### config.mk
export PLATFORM = sky130hd
export DESIGN_NAME = matmul_addr_gen
export DESIGN_NICKNAME = d
export VERILOG_FILES = /design/src/rtl/matmul_addr_gen.sv
export SDC_FILE = /design/constraint.sdc
export NUM_CORES = 1
export LEC_CHECK = 0
export ABC_AREA = 1
export BUFFER_PORTS_ARGS = -buffer_cell sky130_fd_sc_hd__buf_2
export CAP_MARGIN = 20
export CORE_MARGIN = 1
export CORE_UTILIZATION = 40
export DETAILED_ROUTE_END_ITERATION = 10
export PLACE_DENSITY = 0.71
export SYNTH_ARGS = -nofsm -noshare
export SYNTH_HDL_FRONTEND = slang
export SYNTH_SLANG_ARGS = --single-unit
export TNS_END_PERCENT = 1
### constraint.sdc
create_clock -name clk_i -period 5.2 [get_ports clk_i]
set_clock_uncertainty 0.2 [all_clocks]
set_input_delay 0.52 -clock clk_i [delete_from_list [all_inputs] [get_ports clk_i]]
set_output_delay 0.52 -clock clk_i [all_outputs]
set_load 0.005 [all_outputs]
### src/rtl/matmul_addr_gen.sv
// Address sequencer for an NxN matrix multiply: one A address and LANES B
// addresses per beat, plus the C write address on the last beat of each dot product.
module matmul_addr_gen #(
    parameter int N     = 8,
    parameter int LANES = 2,
    parameter int AW    = 8
) (
    input  logic                clk_i,
    input  logic                reset_i,
    input  logic                start_i,
    input  logic                abort_i,
    input  logic                a_trans_i,
    input  logic [AW-1:0]       base_a_i,
    input  logic [AW-1:0]       base_b_i,
    input  logic [AW-1:0]       base_c_i,
    input  logic                addr_ready_i,
    output logic                addr_valid_o,
    output logic [AW-1:0]       addr_a_o,
    output logic [LANES*AW-1:0] addr_b_o,
    output logic [AW-1:0]       addr_c_o,
    output logic                k_first_o,
    output logic                k_last_o,
    output logic                busy_o,
    output logic                done_o
);
    localparam int LG = (N > 1) ? $clog2(N) : 1;
    localparam logic [LG-1:0] KMAX  = LG'(N - 1);
    localparam logic [LG-1:0] JMAX  = LG'(N - LANES);
    // When LANES == N this truncates to 0, so j stays at 0 as intended.
    localparam logic [LG-1:0] JSTEP = LG'(LANES);

    typedef enum logic [1:0] {IDLE, RUN, DONE} state_e;

    state_e          state_q, state_d;
    logic [LG-1:0]   i_q, i_d, j_q, j_d, k_q, k_d;
    logic [AW-1:0]   base_a_q, base_b_q, base_c_q;
    logic            trans_q;
    logic            load, clr, hs, last;
    logic [AW-1:0]   a_addr, c_addr;
    logic [LANES-1:0][AW-1:0] b_lane;

    assign load = (state_q == IDLE) && start_i;
    assign clr  = load || ((state_q == RUN) && abort_i);
    assign hs   = (state_q == RUN) && addr_ready_i;
    assign last = (i_q == KMAX) && (j_q == JMAX) && (k_q == KMAX);

    always_ff @(posedge clk_i or posedge reset_i) begin
        if (reset_i) state_q <= IDLE;
        else         state_q <= state_d;
    end

    always_comb begin
        state_d = state_q;
        case (state_q)
            IDLE:    if (start_i) state_d = RUN;
            RUN: begin
                if (abort_i)         state_d = IDLE;
                else if (hs && last) state_d = DONE;
            end
            DONE:    state_d = IDLE;
            default: state_d = IDLE;
        endcase
    end

    // Loop nest: k innermost, then j in LANES-wide steps, then i.
    always_comb begin
        i_d = i_q;
        j_d = j_q;
        k_d = k_q;
        if (clr) begin
            i_d = '0;
            j_d = '0;
            k_d = '0;
        end else if (hs) begin
            k_d = k_q + LG'(1);
            if (k_q == KMAX) begin
                j_d = j_q + JSTEP;
                if (j_q == JMAX) begin
                    j_d = '0;
                    i_d = i_q + LG'(1);
                end
            end
        end
    end

    always_ff @(posedge clk_i or posedge reset_i) begin
        if (reset_i) begin
            i_q      <= '0;
            j_q      <= '0;
            k_q      <= '0;
            base_a_q <= '0;
            base_b_q <= '0;
            base_c_q <= '0;
            trans_q  <= 1'b0;
        end else begin
            i_q <= i_d;
            j_q <= j_d;
            k_q <= k_d;
            if (load) begin
                base_a_q <= base_a_i;
                base_b_q <= base_b_i;
                base_c_q <= base_c_i;
                trans_q  <= a_trans_i;
            end
        end
    end

    // N is a power of two, so row*N+col is just {row, col}.
    assign a_addr = base_a_q + (trans_q ? AW'({i_q, k_q}) : AW'({k_q, i_q}));
    assign c_addr = base_c_q + AW'({i_q, j_q});

    for (genvar l = 0; l < LANES; l++) begin : g_lane
        logic [LG-1:0] col;
        assign col       = j_q + LG'(l);
        assign b_lane[l] = base_b_q + AW'({col, k_q});
    end

    always_comb begin
        addr_valid_o = 1'b0;
        busy_o       = 1'b0;
        done_o       = 1'b0;
        addr_a_o     = '0;
        addr_b_o     = '0;
        addr_c_o     = '0;
        k_first_o    = 1'b0;
        k_last_o     = 1'b0;
        case (state_q)
            RUN: begin
                addr_valid_o = 1'b1;
                busy_o       = 1'b1;
                addr_a_o     = a_addr;
                addr_b_o     = b_lane;
                addr_c_o     = c_addr;
                k_first_o    = (k_q == '0);
                k_last_o     = (k_q == KMAX);
            end
            DONE:    done_o = 1'b1;
            default: ;
        endcase
    end

endmodule

# Word level (Yosys, flattened, before mapping)
# Index checks and enable logic that the tools add are counted.
classes:
  n_addsub: 8
  n_eq_ne: 7
  n_mux: 22
  n_reduce_logical: 15
op_table:
  columns: ["op", "n"]
  rows:
  - ["adder 8 x 6 -> 8 bit", 4]
  - ["two-way mux 3 bit", 10]
  - ["two-way mux 16 bit", 1]
  - ["two-way mux 8 bit", 2]
  - ["adder 3 x 1 -> 3 bit, second input constant", 3]
  - ["equality test 3 bit, second input constant", 3]
  - ["logical AND 1 bit", 6]
  - ["two-way mux 2 bit", 3]
  - ["two-way mux 6 bit", 1]
  - ["nonzero test 2 bit", 3]
  - ["two-way mux 1 bit", 4]
  - ["one-hot mux 2 bit (2 select lines)", 1]
  - ["AND reduction 2 bit", 2]
  - ["adder 3 x 2 -> 3 bit, second input constant", 1]
  - ["logical NOT 3 bit", 1]
  - ["!= test 3 x 2 -> 1 bit, second input constant", 1]
  - ["AND reduction 3 bit", 1]
  - ["equality test 2 x 1 -> 1 bit, second input constant", 1]
  - ["equality test 2 bit, second input constant", 1]
  - ["logical NOT 2 bit", 1]
  - ["!= test 2 bit, second input constant", 1]
  - ["logical OR 1 bit", 1]
totals:
  reg_bits: 36
  inputBits: 30
  out_inout_bits: 37
  wordCells: 60

# Longest topological paths before layout
# Gate-level depths: netlist of run 1.
depth:
  word_depth: 7
  mapped_depth: 11
  mapped_depth_nobuf: 10

# Worst setup path before layout of run 1
# No wires, ideal clock.
synth_path:
  path_kind: "register to output"
  startpoint: "reg trans_q"
  endpoint: "out addr_a_o[4]"
  arrival_ns: 1.811
  required_time_ns: 4.480
  setup_slack_ns: 2.669
  stages_incl_launch_ff: 10
  n_path_buf: 1
  cell_sequence: "dfrtp_1 -> clkbuf_1 -> o21ai_0 -> ha_1 -> fa_1 -> nand2_1 -> nand2_1 -> and2_1 -> xnor2_1 -> nor2_1"
synth_between:
  elab_chain_len: 3
synth_rtl:
  columns: ["element", "line", "rtl"]
  rows:
  - ["start: declaration", "37", "logic trans_q;"]
  - ["start signal: assignment", "103", "trans_q <= a_trans_i;"]
  - ["two-way mux 6 bit", "109", "assign a_addr = base_a_q + (trans_q ? AW'({i_q, k_q}) : AW'({k_q, i_q}));"]
  - ["adder 8 x 6 -> 8 bit", "109", null]
  - ["two-way mux 8 bit", "127", "case (state_q)"]
  - ["end: declaration", "18", "output logic [AW-1:0] addr_a_o,"]
# No other way between the ends.

# Worst setup path in the final report of run 1
# Same ends and word-level chain as after synthesis.

==> flow_metrics.env, run 1 <==
export IMPL_status="finished with violations"
export IMPL_failed_checks="design-rule violations"
export IMPL_cts_resized=0
export IMPL_yosysTopAreaCell="dfrtp_1"
export IMPL_core_area_mm2=0.00646
export IMPL_synth_top_area_share=0.323
export IMPL_crit_fanout=13
export IMPL_rows=29
export IMPL_cpMostUsedCell="nand2_1"
export IMPL_fp_dieW_um=84.3
export IMPL_max_stage_delay_ns=0.53
export IMPL_drive_gt1_frac=0.253
export IMPL_antenna_cells=0
export IMPL_crit_family="adder cells"
export IMPL_synth_compound_area_frac=0.0988
export IMPL_start_util=0.420
export IMPL_tightestPinTransition_ns=0.562
export IMPL_io_pins=67
export IMPL_path_cells="o21ai_0, ha_1, fa_1, nand2_1, nand2_1, and2_1, xnor2_1, nor2_1, buf_2"
export IMPL_final_hold_violation_count=0
export IMPL_dieArea_mm2=0.00711
export IMPL_worstReg2RegStart="state_q[0]$_DFFE_PP0P_"
export IMPL_maxSlewViolCount=0
export IMPL_grt_pass1_vias=2248
export IMPL_area_growth_pct=16.8
export IMPL_synth_async_reset_ratio=1.00
export IMPL_synthXorXnorAreaFrac=0.0129
export IMPL_fin_crit_sh=0.569
export IMPL_synthesis_nets=406
export IMPL_synthAdderAreaFrac=0.135
export IMPL_synthCells=348
export IMPL_routed_via_density=4.87
export IMPL_clock_latency_ns=0.28
export IMPL_clkSlewWorstSetupHoldPaths_ns=0.07
export IMPL_startpoint="trans_q$_DFFE_PP0P_"
export IMPL_hold_buffers=0
export IMPL_drt_iter0_drc=124
export IMPL_setup_tns_ns=0
export IMPL_ys_seq_area_frac=0.323
export IMPL_fin_crit_ns=2.96
export IMPL_layout_nets=468
export IMPL_grt_overflow=0
export IMPL_wl_per_cell_um=12.0
export IMPL_cap_violations=0
export IMPL_power_total_mw=1.02
export IMPL_worst_ep_arrival_time_ns=2.24
export IMPL_synthSimpleGateAreaFrac=0.248
export IMPL_hp_class="in2async"
export IMPL_synth_warnings=0
export IMPL_post_dp_cell_area_mm2=0.00307
export IMPL_p_leak_nw=1.83
export IMPL_cp_slowest_cell="dfrtp_1"
export IMPL_cts_tree="done"
export IMPL_synth_cell_types=36
export IMPL_rsz0062_at_grt="false"
export IMPL_h_tree_depth=2
export IMPL_synth_top_family_by_area="simple AND/OR/NAND/NOR gates"
export IMPL_fmax_mhz=338
export IMPL_post_cts_setup_buffers=0
export IMPL_maxSlewHeadroom=0.625
export IMPL_wirelength_um=5860
export IMPL_syn_area_mm2=0.00271
export IMPL_required_ns=4.48
export IMPL_ant_nets=0
export IMPL_yosys_most_used_dff="dfrtp_1"
export IMPL_root_buffer="clkbuf_8"
export IMPL_track_usage=0.177
export IMPL_grt_max_degree=36
export IMPL_route_detailed_drc=10
export IMPL_syn_avg_cell_area_um2=7.79
export IMPL_synth_common_cells="66 x nand2_1, 49 x nor2_1, 43 x inv_1, 35 x dfrtp_1, 34 x a21oi_1"
export IMPL_fin_area_mm2=0.00317
export IMPL_hpwl_um=4420
export IMPL_antenna_found_initial=0
export IMPL_numClockSinks=35
export IMPL_endpoint_kind="output pin"
export IMPL_yosys_top_cells_area="dfrtp_1 32%, ha_1 12%, nand2_1 9.1%, mux2_4 7.2%, nor2_1 6.8%"
export IMPL_synthMuxAreaShare=0.0886
export IMPL_gp_congestion=0.886
export IMPL_die_y_um=84.3
export IMPL_power_per_cell_area_mw_per_mm2=322
export IMPL_setup_viol=0
export IMPL_clk_path_buf_depth=2
export IMPL_path_class="reg2out"
export IMPL_synth_most_common_cell="nand2_1"
export IMPL_numCtsBuffers=5
export IMPL_dr_pass1_iters=7
export IMPL_path_buf_inv=1
export IMPL_synth_edf_count=0
export IMPL_holdWs_ns=0.123
export IMPL_grt_pass1_wl_um=10100
export IMPL_peakVddDrop_uv=141
export IMPL_vias=2375
export IMPL_start_kind="flip-flop"
export IMPL_numPortBuffers=66
export IMPL_yosys_register_bits=35
power breakdown:
| group | switching [mW] | internal, mW |
|---|---|---|
| clock | 0.0945 | 0.121 |
| combinational | 0.236 | 0.204 |
| sequential | 0.0441 | 0.320 |
| total | 0.374 | 0.644 |
layout by cell type, fill, tap and decap left out:
cell and n:
nor3b_1 1, dfrtp_1 35, and2_1 3, nand4_1 4, nor2_4 1, buf_4 1, and3_1 1, nor2_1 49
nand2_2 2, or2_2 2, o21ai_0 10, nor3_1 2, nand3_1 19, inv_2 2, o21ai_2 1, nand2_4 1
xnor2_1 3, nor2_2 1, clkbuf_1 1, a21oi_1 34, a21oi_2 1, mux2_2 4, o21ai_1 3, buf_2 66
inv_1 43, a211oi_1 2, ha_1 26, mux2_4 13, nand3b_1 2, fa_1 2, nand2_1 66, xor2_1 1
clkinv_2 1, nand3_2 1, clkbuf_8 7
logic make-up (layout without fill, tap and decap cells):
group                      after synthesis  in the layout
AOI/OAI and AO/OA                       51             51
xor gates and xnor gates                 4              4
adders and majority gates               28             28
DFF                                     35             35
muxes                                   17             17
and+or+nand+nor                        155            155
buffers and inverters                   58            121
per-stage QoR:
stage	worst slack, ns	utilization	cells
global placement	2.63	0.475	480
floorplan	2.67	-	348
finish	2.24	0.490	488
CTS	2.21	0.490	488
global route	2.06	0.490	488
detailed placement	2.54	0.475	480
area by class of cell:
class,count,area (µm²)
clock buffers,8,100
fillers,648,3290
inverters,46,174
multi-input cells,255,1580
flip-flops and latches,35,876
well taps,77,96.3
repair buffers,67,338
final timing paths:
check	slack [ns]	cells after the start	endpoint
max	2.24	9	addr_a_o[4]
min	0.12	3	base_c_q[4]$_DFFE_PP0P_
max reg2reg	3.34	7	i_q[1]$_DFFE_PP0P_
min reg2reg	0.32	2	base_c_q[0]$_DFFE_PP0P_
max in group asynchronous	4.35	3	base_b_q[2]$_DFFE_PP0P_
min in group clk_i	0.26	2	base_c_q[2]$_DFFE_PP0P_
worst register-to-register path: cells and delay by family (launching register included):
family	cells	cell delay [ns]
buffers and inverters	2	0.22
DFF	1	0.43
and+or+nand+nor	4	0.82
AOI/OAI and AO/OA	1	0.09
metal layers:
| layer | share of wire | vias to the layer above | GRT usage | wire length, µm |
|---|---|---|---|---|
| met4 | 0.016 | 0 | 0.0555 | 93 |
| met1 | 0.49 | 1073 | 0.235 | 2860 |
| met5 | 0 | - | 0 | 0 |
| met2 | 0.46 | 46 | 0.294 | 2680 |
| li1 | - | 1248 | - | - |
| met3 | 0.038 | 8 | 0.0295 | 220 |
sequential cells by signal, indices dropped and copies added, names as in the netlist:
| signal | cells |
|---|---|
| i_q | 3 |
| trans_q | 1 |
| state_q | 2 |
| j_q | 2 |
| base_b_q | 8 |
| base_a_q | 8 |
| base_c_q | 8 |
| k_q | 3 |
No activity file was read; power rests on OpenSTA's default activity.
==> inputs of run 2 (changes only) <==
- PLACE_DENSITY: 0.71 -> 0.73
- clock period: 5.2 -> 2.71 ns (I/O delays scaled with it)
==> run 2 against run 1 <==
Against the previous run:
- the run still ends with design-rule violations left
- critical endpoint is now addr_a_o[7]
- first-iteration DRC count increased by 1.6%
- combinational power increased by 99%
- via count is 4.0% higher
- utilization is 0.81 points higher
- clock power is 75% higher
- highest routed layer unchanged
- critical path depth rose by 2
- non-clock buffer count is 7 higher
- sequential share of layout area is 0.41 points lower
- cell count increased by 1.4%
- routed wire length grew 5.2%
- final area grew 1.7%
==> flow_metrics.env, run 2 (synthesis gave the netlist of run 1 again) <==
export IMPL_crit_fanout=8
export IMPL_placed_cells=480
export IMPL_setup_viol=0
export IMPL_rr_worst_depth=7
export IMPL_cap_violations=0
export IMPL_fp_dieW_um=84.3
export IMPL_grt_max_degree=36
export IMPL_start_util=0.420
export IMPL_numCtsBuffers=5
export IMPL_drt_iter0_drc=126
export IMPL_grt_pass1_wl_um=10500
export IMPL_worst_ep_arrival_time_ns=2.11
export IMPL_io_pins=67
export IMPL_top_regs="base_a_q: 8 flops, base_b_q: 8 flops, base_c_q: 8 flops"
export IMPL_p_leak_nw=1.85
export IMPL_antenna_found_initial=0
export IMPL_hpwl_um=4570
export IMPL_h_tree_depth=2
export IMPL_post_dp_cell_area_mm2=0.00307
export IMPL_vias=2470
export IMPL_fin_area_mm2=0.00322
export IMPL_holdCritStartpoint="base_a_i[5]"
export IMPL_dieArea_mm2=0.00711
export IMPL_cts_tree="done"
export IMPL_core_area_mm2=0.00646
export IMPL_dr_pass1_iters=7
export IMPL_numPortBuffers=66
export IMPL_clk_path_buf_depth=2
export IMPL_peakVddDrop_uv=280
export IMPL_drive_gt1_frac=0.263
export IMPL_grt_pass1_vias=2390
export IMPL_grt_overflow=0
export IMPL_fin_crit_ns=2.59
export IMPL_hp_class="in2reg"
export IMPL_wirelength_um=6170
export IMPL_final_hold_violation_count=0
export IMPL_routed_via_density=4.99
export IMPL_startpoint="trans_q$_DFFE_PP0P_"
export IMPL_path_class="reg2out"
export IMPL_wl_per_cell_um=12.5
export IMPL_numClockSinks=35
export IMPL_gp_congestion=0.892
export IMPL_holdPathStages=2
export IMPL_fin_util=0.498
export IMPL_fmax_mhz=387
export IMPL_final_common_cell="buf_2"
export IMPL_endpoint_kind="output pin"
export IMPL_area_growth_pct=18.7
export IMPL_fin_crit_sh=0.954
export IMPL_hold_path_end="base_a_q[5]$_DFFE_PP0P_"
export IMPL_ant_nets=0
export IMPL_status="finished with violations"
export IMPL_failed_checks="design-rule violations"
export IMPL_layout_common_cells="66 x buf_2, 65 x nand2_1, 49 x nor2_1, 43 x inv_1"
export IMPL_root_buffer="clkbuf_8"
export IMPL_finalNonFillerCells=495
export IMPL_clkSlewWorstSetupHoldPaths_ns=0.08
export IMPL_antenna_cells=0
export IMPL_layout_nets=475
export IMPL_route_detailed_drc=5
export IMPL_power_per_cell_area_mw_per_mm2=605
export IMPL_setup_tns_ns=0
export IMPL_rrSetupSlack_ns=0.88
export IMPL_required_ns=2.24
export IMPL_rr_endpoint="i_q[0]$_DFFE_PP0P_"
export IMPL_clock_latency_ns=0.30
export IMPL_maxSlewViolCount=0
export IMPL_rows=29
export IMPL_start_kind="flip-flop"
export IMPL_die_y_um=84.3
export IMPL_worstReg2RegStart="state_q[0]$_DFFE_PP0P_"
export IMPL_track_usage=0.182
export IMPL_maxSlewHeadroom=0.635
export IMPL_tightestPinTransition_ns=0.546
-- run 2: routing by layer --
| layer | GRT usage | wire length (µm) |
|---|---|---|
| met4 | 0.0663 | 133 |
| met5 | 0 | 0 |
| met2 | 0.305 | 2920 |
| met1 | 0.236 | 2800 |
| met3 | 0.0354 | 308 |
-- run 2: metrics by stage --
stage | power [mW] | worst slack [ns] | hold WS [ns]
global route | 2.11 | -0.00568 | 0.00594
floorplan | 1.32 | 0.428 | 0.220
detailed placement | 1.56 | 0.323 | 0.207
global placement | 1.54 | 0.386 | 0.202
finish | 1.95 | 0.125 | 0.00538
CTS | 1.95 | 0.00342 | 0.000344
-- run 2: cell type report --
cell class                      count  area (µm²)
Fill cell                         640        3240
Multi-Input combinational cell    255        1590
Sequential cell                    35         877
Timing Repair Buffer               74         400
Inverter                           46         174
Tap cell                           77        96.3
Clock buffer                        5        68.8
Clock inverter                      3        15.0
-- run 2: worst max path at each step --
stage | to | slack (ns)
floorplan | addr_a_o[4] | 0.43
global placement | addr_a_o[4] | 0.39
detailed placement | addr_a_o[4] | 0.32
CTS | addr_a_o[4] | 0.003
global route | addr_a_o[7] | -0.006
finish | addr_a_o[7] | 0.12
-- run 2: where the power goes --
| part | switching, mW | internal, mW |
|---|---|---|
| Sequential | 0.0839 | 0.615 |
| Clock | 0.201 | 0.176 |
| Combinational | 0.469 | 0.403 |
-- run 2: repair_timing --
item                                   4_1_cts  5_1_grt
setup buffers                                0        2
hold buffers                                 5        0
endpoints found under the hold margin       39        0
setup endpoints to repair                    0        5
gates resized for setup                      0        4
-- run 2: worst max-delay path, stage by stage (launching register included) --
cell and delay (ns):
dfrtp_2 0.45, clkbuf_2 0.17, nand2_1 0.06, o21ai_0 0.11, ha_1 0.35, nand2_1 0.10
inv_1 0.05, a21oi_1 0.20, nand3_1 0.11, nand2_1 0.07, nor2_1 0.04, buf_2 0.12
